`src/rtl/grid_link_pkg.sv`:
```
// rtl/grid_link_pkg.sv - shared constants and FSM encoding for the 4-bit grid serial link
package grid_link_pkg;

    localparam logic [3:0] GRID_SOF   = 4'hA;
    localparam logic [3:0] GRID_IDLE  = 4'h0;
    localparam int         GRID_NNYB  = 32;
    localparam int         GRID_PKT_W = 4 * GRID_NNYB;

    typedef enum logic [1:0] {
        HUNT  = 2'd0,
        DATA  = 2'd1,
        CHECK = 2'd2
    } grid_state_t;

endpackage

```
`src/rtl/grid_nyb_deser.sv`:
```
// rtl/grid_nyb_deser.sv - nibble shift register, nibble counter and XOR check accumulator
module grid_nyb_deser
    import grid_link_pkg::*;
#(
    parameter int NNYB = GRID_NNYB
) (
    input  logic                clk57,
    input  logic                rst,
    input  logic                clr,
    input  logic                shift,
    input  logic [3:0]          nyb_in,
    output logic [4*NNYB-1:0]   pkt,
    output logic [3:0]          chk,
    output logic                last
);

    localparam int              CW       = $clog2(NNYB);
    localparam logic [CW-1:0]   LAST_IDX = CW'(NNYB - 1);

    logic [CW-1:0] cnt;

    always_ff @(posedge clk57) begin
        if (rst || clr) begin
            pkt <= '0;
            chk <= '0;
            cnt <= '0;
        end else if (shift) begin
            pkt <= {pkt[4*NNYB-5:0], nyb_in};
            chk <= chk ^ nyb_in;
            cnt <= cnt + 1'b1;
        end
    end

    // High while the nibble being shifted this cycle is the final data nibble.
    assign last = (cnt == LAST_IDX);

endmodule

```
`src/rtl/grid_link_rx.sv`:
```
// rtl/grid_link_rx.sv - grid link receiver: SOF hunt, deserialize, check, output register and cts
module grid_link_rx
    import grid_link_pkg::*;
#(
    parameter logic [3:0] SOF   = GRID_SOF,
    parameter int         NNYB  = GRID_NNYB,
    parameter int         CNT_W = 16
) (
    input  logic                clk57,
    input  logic                rst,
    input  logic [3:0]          rxd,
    output logic [4*NNYB-1:0]   dat_o,
    output logic                vld_o,
    input  logic                rdy_i,
    output logic                cts_o,
    output logic                busy_o,
    output logic [CNT_W-1:0]    err_cnt_o,
    output logic [CNT_W-1:0]    ovf_cnt_o
);

    localparam int PW = 4 * NNYB;

    grid_state_t    state;
    grid_state_t    state_nxt;
    logic [3:0]     rxd_q;
    logic           clr;
    logic           shift;
    logic           load;
    logic           drop;
    logic           err_inc;
    logic [PW-1:0]  pkt;
    logic [3:0]     chk;
    logic           last;

    always_ff @(posedge clk57) begin
        if (rst) rxd_q <= GRID_IDLE;
        else     rxd_q <= rxd;
    end

    grid_nyb_deser #(.NNYB(NNYB)) u_deser (
        .clk57  (clk57),
        .rst    (rst),
        .clr    (clr),
        .shift  (shift),
        .nyb_in (rxd_q),
        .pkt    (pkt),
        .chk    (chk),
        .last   (last)
    );

    always_ff @(posedge clk57) begin
        if (rst) state <= HUNT;
        else     state <= state_nxt;
    end

    always_comb begin
        state_nxt = state;
        case (state)
            HUNT:    if (rxd_q == SOF) state_nxt = DATA;
            DATA:    if (last)         state_nxt = CHECK;
            CHECK:   state_nxt = HUNT;
            default: state_nxt = HUNT;
        endcase
    end

    always_comb begin
        clr     = 1'b0;
        shift   = 1'b0;
        load    = 1'b0;
        drop    = 1'b0;
        err_inc = 1'b0;
        case (state)
            HUNT:  clr   = (rxd_q == SOF);
            DATA:  shift = 1'b1;
            CHECK: begin
                if (rxd_q != chk) begin
                    err_inc = 1'b1;
                end else if (pkt[PW-1 -: 8] != 8'h00) begin
                    // Null packets (leading byte zero) fall through silently.
                    if (!vld_o || rdy_i) load = 1'b1;
                    else                 drop = 1'b1;
                end
            end
            default: ;
        endcase
    end

    always_ff @(posedge clk57) begin
        if (rst) begin
            dat_o <= '0;
            vld_o <= 1'b0;
            cts_o <= 1'b1;
        end else begin
            if (load) begin
                dat_o <= pkt;
                vld_o <= 1'b1;
            end else if (rdy_i) begin
                vld_o <= 1'b0;
            end
            cts_o <= !(vld_o && !rdy_i);
        end
    end

    always_ff @(posedge clk57) begin
        if (rst) begin
            err_cnt_o <= '0;
            ovf_cnt_o <= '0;
        end else begin
            if (err_inc && (err_cnt_o != '1)) err_cnt_o <= err_cnt_o + 1'b1;
            if (drop && (ovf_cnt_o != '1))    ovf_cnt_o <= ovf_cnt_o + 1'b1;
        end
    end

    assign busy_o = (state == DATA) || (state == CHECK);

endmodule

```
`config.mk`:
```
export PLATFORM = sky130hd
export DESIGN_NAME = grid_link_rx
export DESIGN_NICKNAME = d
export VERILOG_FILES = /design/src/rtl/grid_link_pkg.sv /design/src/rtl/grid_nyb_deser.sv /design/src/rtl/grid_link_rx.sv
export SDC_FILE = /design/constraint.sdc
export NUM_CORES = 1
export LEC_CHECK = 0
export ABC_CLOCK_PERIOD_IN_PS = 5100
export BUFFER_PORTS_ARGS = -buffer_cell sky130_fd_sc_hd__buf_2
export CELL_PAD_IN_SITES_DETAIL_PLACEMENT = 0
export CELL_PAD_IN_SITES_GLOBAL_PLACEMENT = 1
export CORE_MARGIN = 1.5
export CORE_UTILIZATION = 40
export DETAILED_ROUTE_END_ITERATION = 10
export PLACE_DENSITY_LB_ADDON = 0.05
export SYNTH_ARGS = -nofsm -noshare
export SYNTH_HDL_FRONTEND = slang
export SYNTH_SLANG_ARGS = --single-unit
```
`constraint.sdc`:
```
create_clock -name clk57 -period 5.1 [get_ports clk57]
set_input_delay 1.02 -clock clk57 [delete_from_list [all_inputs] [get_ports clk57]]
set_output_delay 1.02 -clock clk57 [all_outputs]
set_load 0.02 [all_outputs]
```
After elaboration in Yosys (flattened, before gate mapping):

Cells that the tools add are included.

* memory bits (writable): 0
* bits of input ports: 7
* logic and storage cells: 53
* output and inout port bits: 163
* latch bits: 0
* register bits after elaboration: 305
* memories: 0
* bits in read-only memories: 0

* shift-type cells: 0
* order comparisons: 0
* bitwise gates (word level): 1
* $mul: 0
* multiplexer cells: 17
* $add $sub $neg: 3
* equality and inequality tests: 9
* reduce and logical (&&, ||, !) cells: 13
* div/mod/pow operators: 0

Operators with widths (number)
* $add 16x1->16 const B: 2
* $ne 16x16->1 const B: 2
* $mux 1: 14
* $reduce_bool 8->1: 1
* $add 5x1->5 const B: 1
* $eq 5x5->1 const B: 1
* $eq 4x4->1 const B: 1
* $mux 2: 2
* $ne 2x2->1 const B: 2
* $ne 4x4->1: 1
* $pmux 2 s2: 1
* $xor 4x4->4: 1
* $logic_and 1x1->1: 3
* $logic_not 1->1: 3
* $logic_or 1x1->1: 3
* $eq 2x1->1 const B: 1
* $eq 2x2->1 const B: 1
* $logic_not 2->1: 1
* $reduce_and 2->1: 1
* $reduce_bool 2->1: 1

Depth between registers and ports, before layout:

* word-level depth: 7
* depth in mapped cells: 8
* mapped depth without buffers: 6

Modules after synthesis:

From an unflattened synthesis, not the netlist that was laid out.

* cell total of the unflattened synthesis: 1251
* area total of the unflattened synthesis: 11325.9 sq um

By module, submodules not included
* grid_link_rx: sequential area each 3363.2 sq um, cells each 798, area an instance 6397.4 sq um, instances 1
* grid_nyb_deser: sequential area each 2742.6 sq um, cells each 453, area an instance 4928.5 sq um, instances 1

Worst setup path before layout:

OpenSTA, ideal clock, no wires.

* kind: input to register
* start: input rdy_i
* end: register ovf_cnt_o[8]
* stages: 5
* path slack: 2875 ps
* required time: 5030 ps
* library setup time: 70 ps
* arrival: 2154 ps
* buffers on the path: 0
* cells stage by stage: nand2b_1 -> nor3_1 -> nand3_1 -> or4_1 -> a21oi_1

* longest elaborated chain between the ends: 6

Ends and longest elaborated chain
* start: declaration: line grid_link_rx.sv:14 `input logic rdy_i,`
* $logic_or 1x1->1: line grid_link_rx.sv:80 `if (!vld_o || rdy_i) load = 1'b1;`
* $mux 1: line grid_link_rx.sv:80
* $mux 1: line grid_link_rx.sv:78 `end else if (pkt[PW-1 -: 8] != 8'h00) begin`
* $mux 1: line grid_link_rx.sv:76 `if (rxd_q != chk) begin`
* $mux 1: line grid_link_rx.sv:72 `case (state)`
* $logic_and 1x1->1: line grid_link_rx.sv:110 `if (drop && (ovf_cnt_o != '1)) ovf_cnt_o <= ovf_cnt_o + 1'b1;`
* end signal: assignment: line grid_link_rx.sv:110
* end: declaration: line grid_link_rx.sv:18 `output logic [CNT_W-1:0] ovf_cnt_o`

No other way between the ends.
A chain may end at the register's enable or synchronous reset.

Final worst setup path:

* start: register rxd_q[2]
* end: register dat_o[35]

* longest elaborated chain between the ends: 3

Ends and longest elaborated chain
* start: declaration: line grid_link_rx.sv:25 `logic [3:0] rxd_q;`
* start signal: assignment: line grid_link_rx.sv:37 `else rxd_q <= rxd;`
* $ne 4x4->1: line grid_link_rx.sv:76
* $mux 1: line grid_link_rx.sv:76
* $mux 1: line grid_link_rx.sv:72
* end signal: assignment: line grid_link_rx.sv:95 `dat_o <= pkt;`
* end: declaration: line grid_link_rx.sv:12 `output logic [4*NNYB-1:0] dat_o,`

No other way between the ends.

==> results_dict.tcl <==
set metrics [dict create \
    outcome "finished clean" \
    path_class "reg2reg" \
    fin_skew_ns 0.00992 \
    drv_cap 0 \
    synth_top_family_by_area "simple AND/OR/NAND/NOR gates" \
    grt_setup_unrepaired "no" \
    clk_path_buf_depth 3 \
    synth_fa_ha_area_frac 0.00784 \
    relSlewSlack 0.329 \
    hold_class "reg2reg" \
    synth_simple_gate_area_frac 0.193 \
    cts_hold_buf 0 \
    synthCells 1239 \
    slew_viol_final 0 \
    htree_num_levels 2 \
    ys_seq_area_frac 0.547 \
    end_kind "flip-flop" \
    clock-sinks 305 \
    post_drt_wl_per_cell_microns 14.8 \
    setup_violations 0 \
    period_needed_ns 2.76 \
    drc 0 \
    drive_above_1_share 0.174 \
    die_area_sq_um 28900 \
    grt_pass1_wl_mm 42.6 \
    arrival_ns 3.10 \
    avgViaCountPerCell 4.82 \
    yosysUniqueCellTypes 41 \
    synth-async-reset-ratio 0 \
    critPathLaunchType "flip-flop" \
    tightest_slew_ns 0.998 \
    post-cts-setup-buffer-count 0 \
    post-route-period-util 0.541 \
    crit_required_ns 5.44 \
    grt_pass1_vias 8089 \
    numCtsBuffers 36 \
    drt_iter0_drc 497 \
    grtUsageTotal 0.181 \
    fin_tns_setup_ns 0 \
    hold_depth 2 \
    hold_violations 0 \
    synth_edf_count 0 \
    place.gp.congestion 0.746 \
    yosys_warnings 0 \
    muxShareOfSynthArea 0.118 \
    synthXorXnorAreaFrac 0.0204 \
    power.density_nw_per_um2 370 \
    syn_nets 1253 \
    post_cts_resize_count 0 \
    num_antenna_cells 0 \
    fillers 2699 \
    synth_compound_area_frac 0.0801 \
    leakagePower_uw 0.00504 \
    nNetsFinal 1387 \
    syn_area_sq_um 11200 \
    synth_ff_type "dfxtp_1" \
    rows 60 \
    path_clk_slew_ns 0.06 \
    avgSynthCellArea_sq_um 9.01 \
    area_growth_pct 20.4 \
    cts_tree "yes" \
    max_freq_mhz 362 \
    ys_seq_elements 305 \
    ant_nets 0 \
    peakVddDrop_uv 207 \
    grt_max_degree 94 \
    start_util 0.411 \
    num_vias 8536 \
    port_buffers 169 \
    antenna_found_initial 0 \
    firstDrtPassIters 4 \
    dp_hpwl_mm 15.9 \
    clk_latency_ns 0.50 \
    die_y_microns 170 \
    die_w_microns 170 \
    core_sq_um 27200 \
    grt-ovfl-total 0 \
    cts_root_buf "clkbuf_16" \
    worstRegToRegCells 6 \
    path_max_fanout 72 \
    ios 170 \
    drt-total-wl_mm 26.2 \
    final_util 0.495 \
]
synth_stat cells, drive strengths merged, types with 2 or more instances:
library cell  count  area share
nand4             8      0.0045
or3               4      0.0022
nand2           272       0.091
mux2              3      0.0030
or4               5      0.0034
a311oi            2      0.0016
mux2i           128        0.11
and3              7      0.0039
ha                7      0.0078
nand2b            7      0.0039
nand3            17      0.0076
o21ai             9      0.0040
nor2            158       0.053
dfxtp           305        0.55
nor3              7      0.0031
clkbuf           63       0.021
nor2b             9      0.0050
xor2             11      0.0086
inv               6      0.0020
buf              19       0.011
a211oi            2      0.0013
a21oi           144       0.065
and4              5      0.0039
xnor2            15       0.012
nor4b             2      0.0016
nor4             11      0.0073
o31ai             2      0.0013
kinds of logic (layout without fill, tap and decap cells):
| logic type | Yosys count | after routing |
|---|---|---|
| flops | 305 | 305 |
| compound gates | 168 | 168 |
| simple gates | 514 | 514 |
| mux | 131 | 131 |
| xor+xnor | 26 | 26 |
| buf+inv | 88 | 248 |
| fa+ha+maj | 7 | 7 |
sequential cells by signal, indices dropped and copies added (netlist names):
signal	cells
state	2
dat_o	128
u_deser.pkt	128
vld_o	1
u_deser.cnt	5
rxd_q	4
cts_o	1
ovf_cnt_o	16
u_deser.chk	4
err_cnt_o	16
power by group:
| part | internal (uW) | switching, uW | leakage (uW) | total, uW |
|---|---|---|---|---|
| clock network | 1530 | 965 | 0.000570 | 2490 |
| registers | 2390 | 2.72 | 0.00246 | 2390 |
| logic | 22.0 | 64.5 | 0.00202 | 86.4 |
final timing paths:
path                              to  slack, ns                    start
max           dat_o[35]$_SDFFE_PP0P_       2.34      rxd_q[2]$_SDFF_PP0_
min          dat_o[118]$_SDFFE_PP0P_       0.45  dat_o[118]$_SDFFE_PP0P_
max reg2reg   dat_o[35]$_SDFFE_PP0P_       2.34      rxd_q[2]$_SDFF_PP0_
min reg2reg  dat_o[118]$_SDFFE_PP0P_       0.45  dat_o[118]$_SDFFE_PP0P_
final cells by class:
| type | instances | area, sq um | area share |
|---|---|---|---|
| well taps | 372 | 465 | 0.0346 |
| inverters | 6 | 22.5 | 0.00168 |
| repair buffers | 178 | 957 | 0.0712 |
| multi-input cells | 846 | 4720 | 0.351 |
| flip-flops and latches | 305 | 6110 | 0.454 |
| clock inverters | 7 | 68.8 | 0.00512 |
| clock buffers | 57 | 1100 | 0.0819 |
metrics by stage:
step                power [uW]  hold WS (ns)  std cells  setup slack (ns)  area [sq um]
detailed placement        2530         0.443       1707              2.03         12300
CTS                       5050         0.451       1771              2.30         13400
global placement          2530         0.440       1707              2.05         12300
finish                    4970         0.449       1771              2.34         13400
floorplan                 2510         0.439       1239              2.88         11200
global route              5160         0.464       1771              2.14         13400
metal layers:
metal	share of wire	routed length, microns	global-route usage
met1	0.49	12700	0.249
met2	0.44	11400	0.283
met3	0.054	1430	0.0374
met4	0.024	637	0.0612
met5	0	0	0
cell usage in the layout (no fill, tap or decap), types with 2 or more instances in the layout:
| cell | instances |
|---|---|
| dfxtp_1 | 305 |
| nand2_1 | 272 |
| buf_2 | 168 |
| nor2_1 | 158 |
| a21oi_1 | 144 |
| mux2i_1 | 128 |
| clkbuf_16 | 37 |
| nand3_1 | 16 |
| xnor2_1 | 15 |
| xor2_1 | 11 |
| clkbuf_8 | 10 |
| clkbuf_1 | 10 |
| nor2b_1 | 9 |
| o21ai_0 | 9 |
| nand4_1 | 8 |
| nor4_1 | 8 |
| and3_1 | 7 |
| nand2b_1 | 7 |
| inv_1 | 6 |
| nor3_1 | 6 |
| ha_1 | 6 |
| buf_4 | 6 |
| or4_1 | 5 |
| and4_1 | 5 |
| or3_1 | 4 |
| nor4_2 | 3 |
| mux2_2 | 3 |
| clkinv_2 | 3 |
| buf_12 | 3 |
| a311oi_1 | 2 |
| nor4b_1 | 2 |
| o31ai_1 | 2 |
| a211oi_1 | 2 |
| clkinvlp_4 | 2 |
critical path: stages (launching register included):
cell	delay, ns
dfxtp_1	0.33
xor2_1	0.20
nor4_2	0.60
nand3_4	0.74
buf_12	0.49
nand2_1	0.12
a21oi_1	0.07
Power figures use the tool's default switching activity.
